===== config.mk =====
export PLATFORM = sky130hd
export DESIGN_NAME = pll_recfg_seq
export DESIGN_NICKNAME = d
export VERILOG_FILES = /design/src/rtl/pll_recfg_pkg.sv /design/src/rtl/pll_recfg_seq.sv
export SDC_FILE = /design/constraint.sdc
export NUM_CORES = 1
export LEC_CHECK = 0
export BUFFER_PORTS_ARGS = -buffer_cell sky130_fd_sc_hd__buf_2
export CAP_MARGIN = 25
export CORE_MARGIN = 3
export CORE_UTILIZATION = 53
export DETAILED_ROUTE_END_ITERATION = 10
export PLACE_DENSITY = 0.92
export SYNTH_ARGS = -nofsm -noshare
export SYNTH_HDL_FRONTEND = slang
export SYNTH_SLANG_ARGS = --single-unit

===== constraint.sdc =====
create_clock -name clk -period 4 [get_ports clk]
set_clock_uncertainty 0.15 [all_clocks]
set_input_delay 0.4 -clock clk [delete_from_list [all_inputs] [get_ports clk]]
set_output_delay 0.4 -clock clk [all_outputs]
set_load 0.05 [all_outputs]

===== src/rtl/pll_recfg_pkg.sv =====
`default_nettype none
// ============================================================================
// Module      : pll_recfg_pkg
// Description : Shared types and reconfiguration register map for the PLL
//               reconfiguration sequencer.
// Revision    : 1.0 - initial release
// ============================================================================
package pll_recfg_pkg;

    typedef enum logic [2:0] {
        ST_IDLE = 3'd0,
        ST_WR   = 3'd1,
        ST_GAP  = 3'd2,
        ST_PRST = 3'd3,
        ST_LOCK = 3'd4
    } state_t;

    // Reconfiguration port register addresses
    localparam logic [5:0] MODE  = 6'd0;
    localparam logic [5:0] APPLY = 6'd2;
    localparam logic [5:0] N     = 6'd3;
    localparam logic [5:0] M     = 6'd4;
    localparam logic [5:0] C0    = 6'd5;
    localparam logic [5:0] K     = 6'd7;
    localparam logic [5:0] BW    = 6'd8;
    localparam logic [5:0] CP    = 6'd9;

    localparam logic [31:0] N_VAL  = 32'h0001_0000;
    localparam logic [31:0] CP_VAL = 32'd1;
    localparam logic [31:0] BW_VAL = 32'd7;

    function automatic logic [5:0] step_addr(input logic [2:0] step);
        case (step)
            3'd0:    return MODE;
            3'd1:    return M;
            3'd2:    return K;
            3'd3:    return N;
            3'd4:    return C0;
            3'd5:    return CP;
            3'd6:    return BW;
            default: return APPLY;
        endcase
    endfunction

endpackage
`default_nettype wire


===== src/rtl/pll_recfg_seq.sv =====
`default_nettype none
// ============================================================================
// Module      : pll_recfg_seq
// Description : Issues the eight-write PLL reconfiguration sequence over the
//               Avalon-MM mgmt port, pulses PLL reset and waits for lock.
//               Define PLL_RECFG_LOCK_TIMEOUT_EN to enable the lock timeout.
// Revision    : 1.0 - initial release
// ============================================================================
module pll_recfg_seq
    import pll_recfg_pkg::*;
#(
    parameter int STEP_GAP     = 8,
    parameter int RST_CYCLES   = 8,
    parameter int LOCK_TIMEOUT = 50000000
) (
    input  logic        clk,
    input  logic        reset,
    input  logic        start,
    input  logic [31:0] m_val,
    input  logic [31:0] k_val,
    input  logic [31:0] c0_val,
    output logic        busy,
    output logic        done,
    output logic        error,
    output logic [5:0]  mgmt_address,
    output logic [31:0] mgmt_writedata,
    output logic        mgmt_write,
    input  logic        mgmt_waitrequest,
    input  logic        pll_locked,
    output logic        pll_reset
);

    localparam int c_gap_w = (STEP_GAP > 1) ? $clog2(STEP_GAP) : 1;
    localparam logic [c_gap_w-1:0] c_gap_last = c_gap_w'((STEP_GAP > 1) ? STEP_GAP - 2 : 0);
    localparam int c_rst_w = (RST_CYCLES > 1) ? $clog2(RST_CYCLES) : 1;
    localparam logic [c_rst_w-1:0] c_rst_last = c_rst_w'(RST_CYCLES - 1);

    state_t               r_state, w_state_nxt;
    logic [2:0]           r_step, w_step_nxt;
    logic [c_gap_w-1:0]   r_gap_cnt, w_gap_nxt;
    logic [c_rst_w-1:0]   r_rst_cnt, w_rst_nxt;
    logic [1:0]           r_blank, w_blank_nxt;
    logic                 r_done, w_done_nxt;
    logic [31:0]          r_m, r_k, r_c0;
    logic                 r_lock_meta, r_lock_sync;
    logic                 w_accept;
    logic [31:0]          w_step_data;

`ifdef PLL_RECFG_LOCK_TIMEOUT_EN
    localparam int c_to_w = (LOCK_TIMEOUT > 1) ? $clog2(LOCK_TIMEOUT) : 1;
    localparam logic [c_to_w-1:0] c_to_last = c_to_w'(LOCK_TIMEOUT - 1);
    logic                 r_error, w_error_nxt;
    logic [c_to_w-1:0]    r_lock_cnt, w_lock_nxt;
    assign error = r_error;
`else
    assign error = 1'b0;
`endif

    // A start coinciding with the done/error pulse is deliberately dropped
    assign w_accept = (r_state == ST_IDLE) && start && !done && !error;

    always_comb begin
        case (r_step)
            3'd1:    w_step_data = r_m;
            3'd2:    w_step_data = r_k;
            3'd3:    w_step_data = N_VAL;
            3'd4:    w_step_data = r_c0;
            3'd5:    w_step_data = CP_VAL;
            3'd6:    w_step_data = BW_VAL;
            default: w_step_data = 32'd0;
        endcase
    end

    always_comb begin
        w_state_nxt = r_state;
        w_step_nxt  = r_step;
        w_gap_nxt   = r_gap_cnt;
        w_rst_nxt   = r_rst_cnt;
        w_blank_nxt = r_blank;
        w_done_nxt  = 1'b0;
`ifdef PLL_RECFG_LOCK_TIMEOUT_EN
        w_error_nxt = 1'b0;
        w_lock_nxt  = r_lock_cnt;
`endif
        case (r_state)
            ST_IDLE: begin
                if (w_accept) begin
                    w_state_nxt = ST_WR;
                    w_step_nxt  = 3'd0;
                end
            end
            ST_WR: begin
                if (!mgmt_waitrequest) begin
                    w_gap_nxt = '0;
                    if (STEP_GAP > 1) begin
                        w_state_nxt = ST_GAP;
                    end else if (r_step == 3'd7) begin
                        w_state_nxt = ST_PRST;
                        w_rst_nxt   = '0;
                    end else begin
                        w_step_nxt = r_step + 3'd1;
                    end
                end
            end
            ST_GAP: begin
                if (r_gap_cnt == c_gap_last) begin
                    if (r_step == 3'd7) begin
                        w_state_nxt = ST_PRST;
                        w_rst_nxt   = '0;
                    end else begin
                        w_state_nxt = ST_WR;
                        w_step_nxt  = r_step + 3'd1;
                    end
                end else begin
                    w_gap_nxt = r_gap_cnt + c_gap_w'(1);
                end
            end
            ST_PRST: begin
                if (r_rst_cnt == c_rst_last) begin
                    w_state_nxt = ST_LOCK;
                    w_blank_nxt = 2'd0;
`ifdef PLL_RECFG_LOCK_TIMEOUT_EN
                    w_lock_nxt  = '0;
`endif
                end else begin
                    w_rst_nxt = r_rst_cnt + c_rst_w'(1);
                end
            end
            ST_LOCK: begin
                // The first two LOCK cycles may still see lock from before PLL reset
                if ((r_blank == 2'd2) && r_lock_sync) begin
                    w_state_nxt = ST_IDLE;
                    w_done_nxt  = 1'b1;
                end else begin
                    if (r_blank != 2'd2) w_blank_nxt = r_blank + 2'd1;
`ifdef PLL_RECFG_LOCK_TIMEOUT_EN
                    if (r_lock_cnt == c_to_last) begin
                        w_state_nxt = ST_IDLE;
                        w_error_nxt = 1'b1;
                    end else begin
                        w_lock_nxt = r_lock_cnt + c_to_w'(1);
                    end
`endif
                end
            end
            default: w_state_nxt = ST_IDLE;
        endcase
    end

    always_ff @(posedge clk or posedge reset) begin
        if (reset) begin
            r_state     <= ST_IDLE;
            r_step      <= 3'd0;
            r_gap_cnt   <= '0;
            r_rst_cnt   <= '0;
            r_blank     <= 2'd0;
            r_done      <= 1'b0;
            r_m         <= 32'd0;
            r_k         <= 32'd0;
            r_c0        <= 32'd0;
            r_lock_meta <= 1'b0;
            r_lock_sync <= 1'b0;
`ifdef PLL_RECFG_LOCK_TIMEOUT_EN
            r_error     <= 1'b0;
            r_lock_cnt  <= '0;
`endif
        end else begin
            r_state     <= w_state_nxt;
            r_step      <= w_step_nxt;
            r_gap_cnt   <= w_gap_nxt;
            r_rst_cnt   <= w_rst_nxt;
            r_blank     <= w_blank_nxt;
            r_done      <= w_done_nxt;
            r_lock_meta <= pll_locked;
            r_lock_sync <= r_lock_meta;
`ifdef PLL_RECFG_LOCK_TIMEOUT_EN
            r_error     <= w_error_nxt;
            r_lock_cnt  <= w_lock_nxt;
`endif
            if (w_accept) begin
                r_m  <= m_val;
                r_k  <= k_val;
                r_c0 <= c0_val;
            end
        end
    end

    assign busy           = (r_state != ST_IDLE);
    assign done           = r_done;
    assign mgmt_write     = (r_state == ST_WR);
    assign mgmt_address   = mgmt_write ? step_addr(r_step) : 6'd0;
    assign mgmt_writedata = mgmt_write ? w_step_data : 32'd0;
    assign pll_reset      = (r_state == ST_PRST);

endmodule
`default_nettype wire


Word-level counts from Yosys, hierarchy flattened
Cells that the tools add are included.
- bits in registers: 113
- bits in latches: 0
- memory bits (writable): 0
- memory bits (read-only): 0
- output and inout port bits: 43
- word-level logic and storage cells: 85
- memories: 0
- $add $sub $neg: 4
- multipliers: 0
- div/mod/pow operators: 0
- order comparisons: 0
- eq/ne operators: 26
- shifts and indexed selects: 0
- multiplexer cells: 28
- bitwise operators: 0
- reduce and logical (&&, ||, !) cells: 16
- operators with widths (cell ; number):
    $pmux 32 s6 ; 1
    $mux 3 ; 13
    $mux 32 ; 1
    $pmux 4 s7 ; 1
    $ne 2x2->1 const B ; 11
    $eq 3x3->1 const B ; 7
    $pmux 3 s2 ; 3
    $pmux 3 s5 ; 1
    $eq 3x2->1 const B ; 4
    $reduce_and 4->1 ; 3
    $add 3x1->3 const B ; 3
    $mux 2 ; 4
    $reduce_bool 2->1 ; 4
    $eq 3x1->1 const B ; 2
    $logic_not 3->1 ; 2
    $mux 6 ; 1
    $reduce_and 5->1 ; 1
    $pmux 2 s2 ; 1
    $logic_and 1x1->1 ; 3
    $reduce_and 3->1 ; 1
    $reduce_bool 3->1 ; 1
    $add 2x1->2 const B ; 1
    $eq 2x2->1 const B ; 1
    $mux 1 ; 2
    other kinds (2) ; 2

Longest topological paths before layout
- depth after elaboration: 5
- gate-level depth with buffers: 8
- depth with buffers taken out: 6

Worst setup path before layout
No wires, ideal clock.
- path type: reg2out
- start: reg r_state[1]
- end: out mgmt_writedata[2]
- arrival time: 2.528 ns
- setup slack: 0.922 ns
- cell stages (with the launch flop): 6
- cells stage by stage: dfrtp_1 > or3b_2 > inv_1 > o41ai_2 > clkbuf_1 > a21oi_1
- cells in the longest elaborated chain, start to end: 2
- ends and longest elaborated chain (element ; line ; source):
    start, declared ; pll_recfg_seq.sv:38 ; state_t r_state, w_state_nxt;
    start signal, assigned ; pll_recfg_seq.sv:168 ; r_state <= w_state_nxt;
    $eq 3x1->1 ; pll_recfg_seq.sv:190 ; assign mgmt_write = (r_state == ST_WR);
    via mgmt_write ; pll_recfg_seq.sv:27 ; output logic mgmt_write,
    $mux 32 ; pll_recfg_seq.sv:192 ; assign mgmt_writedata = mgmt_write ? w_step_data : 32'd0;
    end, declared ; pll_recfg_seq.sv:26 ; output logic [31:0] mgmt_writedata,
The timed path passes the listed nets, and every way through them passes these cells.

Worst setup path after layout
- start: reg r_step[2]
- end: out mgmt_writedata[22]
- cells in the longest elaborated chain, start to end: 3
- elaborated cells between the ends (all ways): 8
- ends and longest elaborated chain (element ; line ; source):
    start, declared ; pll_recfg_seq.sv:39 ; logic [2:0] r_step, w_step_nxt;
    start signal, assigned ; pll_recfg_seq.sv:169 ; r_step <= w_step_nxt;
    $eq 3x3->1 (tied with other cells) ; pll_recfg_seq.sv:63 ; case (r_step)
    $pmux 32 s6 (*) ; pll_recfg_seq.sv:63 ;
    $mux 32 (*) ; pll_recfg_seq.sv:192 ;
Mark *: on every way between the ends. The rest lies on a longest branch, timed or not.

==> impl_metrics.tcl <==
set metrics [dict create \
    run_status "completed" \
    grt_ovf 0 \
    clock_tree.root_cell "clkbuf_8" \
    ys_seq_area_frac 0.505 \
    dpl.cell_count 711 \
    setup_repair_after_global_routing_missed_its_margin "false" \
    vias 4657 \
    design.final.nets 807 \
    hold_path_startpoint "r_lock_meta$_DFF_PP0_" \
    synthesis.yosys.warnings 0 \
    antenna_found_initial 0 \
    dpl_cell_area_um2 6320 \
    total_of_max_cap_violations 0 \
    worstSetupEndpointType "output port" \
    max_slew.worst_pin.slew_ps 725 \
    postSynthRegisterBits 113 \
    crit_required_ps 3450 \
    worst_ir_drop_vdd_mv 0.604 \
    worst_hold_slack_ps 196 \
    layout_commonest_cell "buf_2" \
    r2r-start "r_state[1]$_DFFE_PP0P_" \
    critical_path.startpoint_type "flip-flop" \
    clkTransAtPathRegs_ps 60 \
    die_width_um 109 \
    chipHeight_um 109 \
    routed_via_density 5.54 \
    layout_common_cells "140 x buf_2, 112 x dfrtp_1, 98 x dlygate4sd3_1" \
    synth.avg_cell_area_um2 12.1 \
    synthArstFlopShare 1.00 \
    synthMuxAreaShare 0.231 \
    utilization 0.792 \
    final_layout_size_suffix_gt1_frac 0.403 \
    fin_area_um2 7960 \
    area_growth_pct 42.0 \
    antennaDiodeCount 0 \
    rr_endpoint "r_m[6]$_DFFE_PP0P_" \
    cts_made_buffers 17 \
    initial_core_util 0.558 \
    postSynth.topFlopCell "dfrtp_1" \
    drt-initial-drc-count 315 \
    grt.total_usage 0.288 \
    placeableCoreArea_um2 10000 \
    cts.sinks 113 \
    cts-root-to-sink-buffers 2 \
    insertion_delay_ps 510 \
    synthXorXnorAreaFrac 0 \
    netlist_instances 464 \
    avgRoutedWirePerCell_um 19.3 \
    pwr_density_cell_nw_per_um2 779 \
    cts-htree-levels 4 \
    dominant_combinational_cell_family_by_area_after_synthesis "multiplexers" \
    slew_violations 0 \
    worstPathArrival_ps 3080 \
    timing.critical_path.fanout_max 26 \
    endpoint_of_the_worst_hold_timing_path "r_lock_sync$_DFF_PP0_" \
    n_fill_cell 543 \
    grt_start_max_net_pins 55 \
    boundaryPins 144 \
    timing.slew.headroom 0.517 \
    r2r_setup_slack_ps 1410 \
    grt_pass1_wl_mm 25.6 \
    route.antenna.remaining_nets 0 \
    core.rowCount 36 \
    timing.hold.worst.class "flip-flop to flip-flop" \
    post-dp-hpwl_mm 9.06 \
    tns_setup_ps 0 \
    cells_on_worst_hold_path 0 \
    synth-simple-area-share 0.0853 \
    fmaxAchievable_ghz 0.276 \
    number_of_global_route_vias_before_repair 5002 \
    synth_area_um2 5600 \
    synth-edff-count 0 \
    final_min_period_over_clock_period 0.907 \
    firstDrtPassIters 5 \
    place.port_buffers 140 \
    yosysUniqueCellTypes 42 \
    dieArea_um2 11800 \
    place.gp.congestion 0.817 \
    cts.repair.resized 0 \
    report.final.hold_viol_count 0 \
    power.static_leakage_nw 3.84 \
    drcViolationCount 0 \
    ff2ff_path_depth 4 \
    period_minus_slack_ps 3630 \
    final_setup_vio_count 0 \
    adder_and_majority_cell_fraction_of_the_synthesized_area 0.0246 \
    tritoncts "done" \
    finish.cell_count_without_fillers 841 \
    worstSetupPathType "flip-flop to output port" \
    route.final.wire_length_mm 16.2 \
    synth-compound-area-share 0.104 \
]
## cell families after synthesis
| kind of cell | after synthesis |
|---|---|
| AO/OA/AOI/OAI | 86 |
| AND/OR/NAND/NOR | 106 |
| multiplexers | 102 |
| other | 1 |
| buffers and inverters | 45 |
| adder cells (fa/ha/maj) | 11 |
| flip-flops | 113 |
## state kept, by name, indices dropped and copies added, names as in the netlist, 2 cells and up
signal,flops
r_step,3
r_c0,32
r_rst_cnt,3
r_m,32
r_blank,2
r_state,3
r_k,32
r_gap_cnt,3
## metal layers
metal,global-route usage,wire [um],vias to the layer above
met2,0.512,8610,218
met3,0.0687,949,41
met5,0,0,-
li1,-,-,2107
met1,0.328,6170,2291
met4,0.133,491,0
## worst max-delay path by stage
stage | cells past startpoint | slack, ps | startpoint | to
2_1_floorplan | 1 | 460 | reset | done$_DFF_PP0_
3_3_place_gp | 6 | 1140 | r_step[2]$_DFFE_PP0P_ | mgmt_writedata[16]
3_5_place_dp | 6 | 1040 | r_step[2]$_DFFE_PP0P_ | mgmt_writedata[22]
4_1_cts | 6 | 430 | r_step[2]$_DFFE_PP0P_ | mgmt_writedata[22]
5_1_grt | 6 | 230 | r_step[2]$_DFFE_PP0P_ | mgmt_writedata[22]
6_report | 6 | 370 | r_step[2]$_DFFE_PP0P_ | mgmt_writedata[22]
## report_power, final
part	leakage (nW)	switching [mW]	internal [mW]
combinational	2.17	1.28	1.18
sequential	1.35	0.390	1.70
clock	0.318	0.509	1.14
total	3.84	2.17	4.03
## metrics by stage
| stage | power, mW | setup WS (ps) |
|---|---|---|
| 2_1_floorplan | 3.90 | 463 |
| 3_3_place_gp | 4.24 | 1140 |
| 3_5_place_dp | 4.38 | 1040 |
| 4_1_cts | 6.14 | 430 |
| 5_1_grt | 6.53 | 230 |
| 6_report | 6.20 | 371 |
## critical path: stages, from the launching register on
cell and delay, ps:
dfrtp_2 640, inv_1 180, ha_1 310, o41ai_4 680, buf_4 410, nor2_1 120
buf_2 220
## final cells by class
class	instances	area (um^2)	share of cell area
clock buffer	23	477	0.0599
multi-input combinational	308	2520	0.316
inverter	8	32.5	0.00409
timing repair buffer	247	1760	0.221
sequential	113	2830	0.355
clock inverter	9	176	0.0222
tap	133	166	0.0209
## cells in the mapped netlist (3+ instances only)
cell type | n | area share
a21oi_1 | 14 | 0.013
a22o_1 | 4 | 0.0063
a22oi_1 | 28 | 0.038
a31oi_1 | 20 | 0.022
buf_1 | 3 | 0.0020
buf_12 | 4 | 0.014
buf_2 | 5 | 0.0045
buf_4 | 3 | 0.0040
clkbuf_1 | 19 | 0.013
dfrtp_1 | 113 | 0.50
ha_1 | 11 | 0.025
inv_1 | 8 | 0.0054
mux2_2 | 59 | 0.12
mux2_4 | 40 | 0.11
mux2i_1 | 3 | 0.0054
nand2_1 | 9 | 0.0060
nand2b_1 | 4 | 0.0045
nand3_1 | 5 | 0.0045
nand3b_1 | 3 | 0.0040
nor2_1 | 70 | 0.047
nor2b_1 | 5 | 0.0056
o21ai_0 | 10 | 0.0089
## repair_timing
item / in CTS / in global routing
setup endpoints to repair: 0 / 0
hold endpoints to repair: 149 / 0
buffers inserted: 0 / 0
hold buffers: 98 / 0
(Power assumes the default switching activity.)
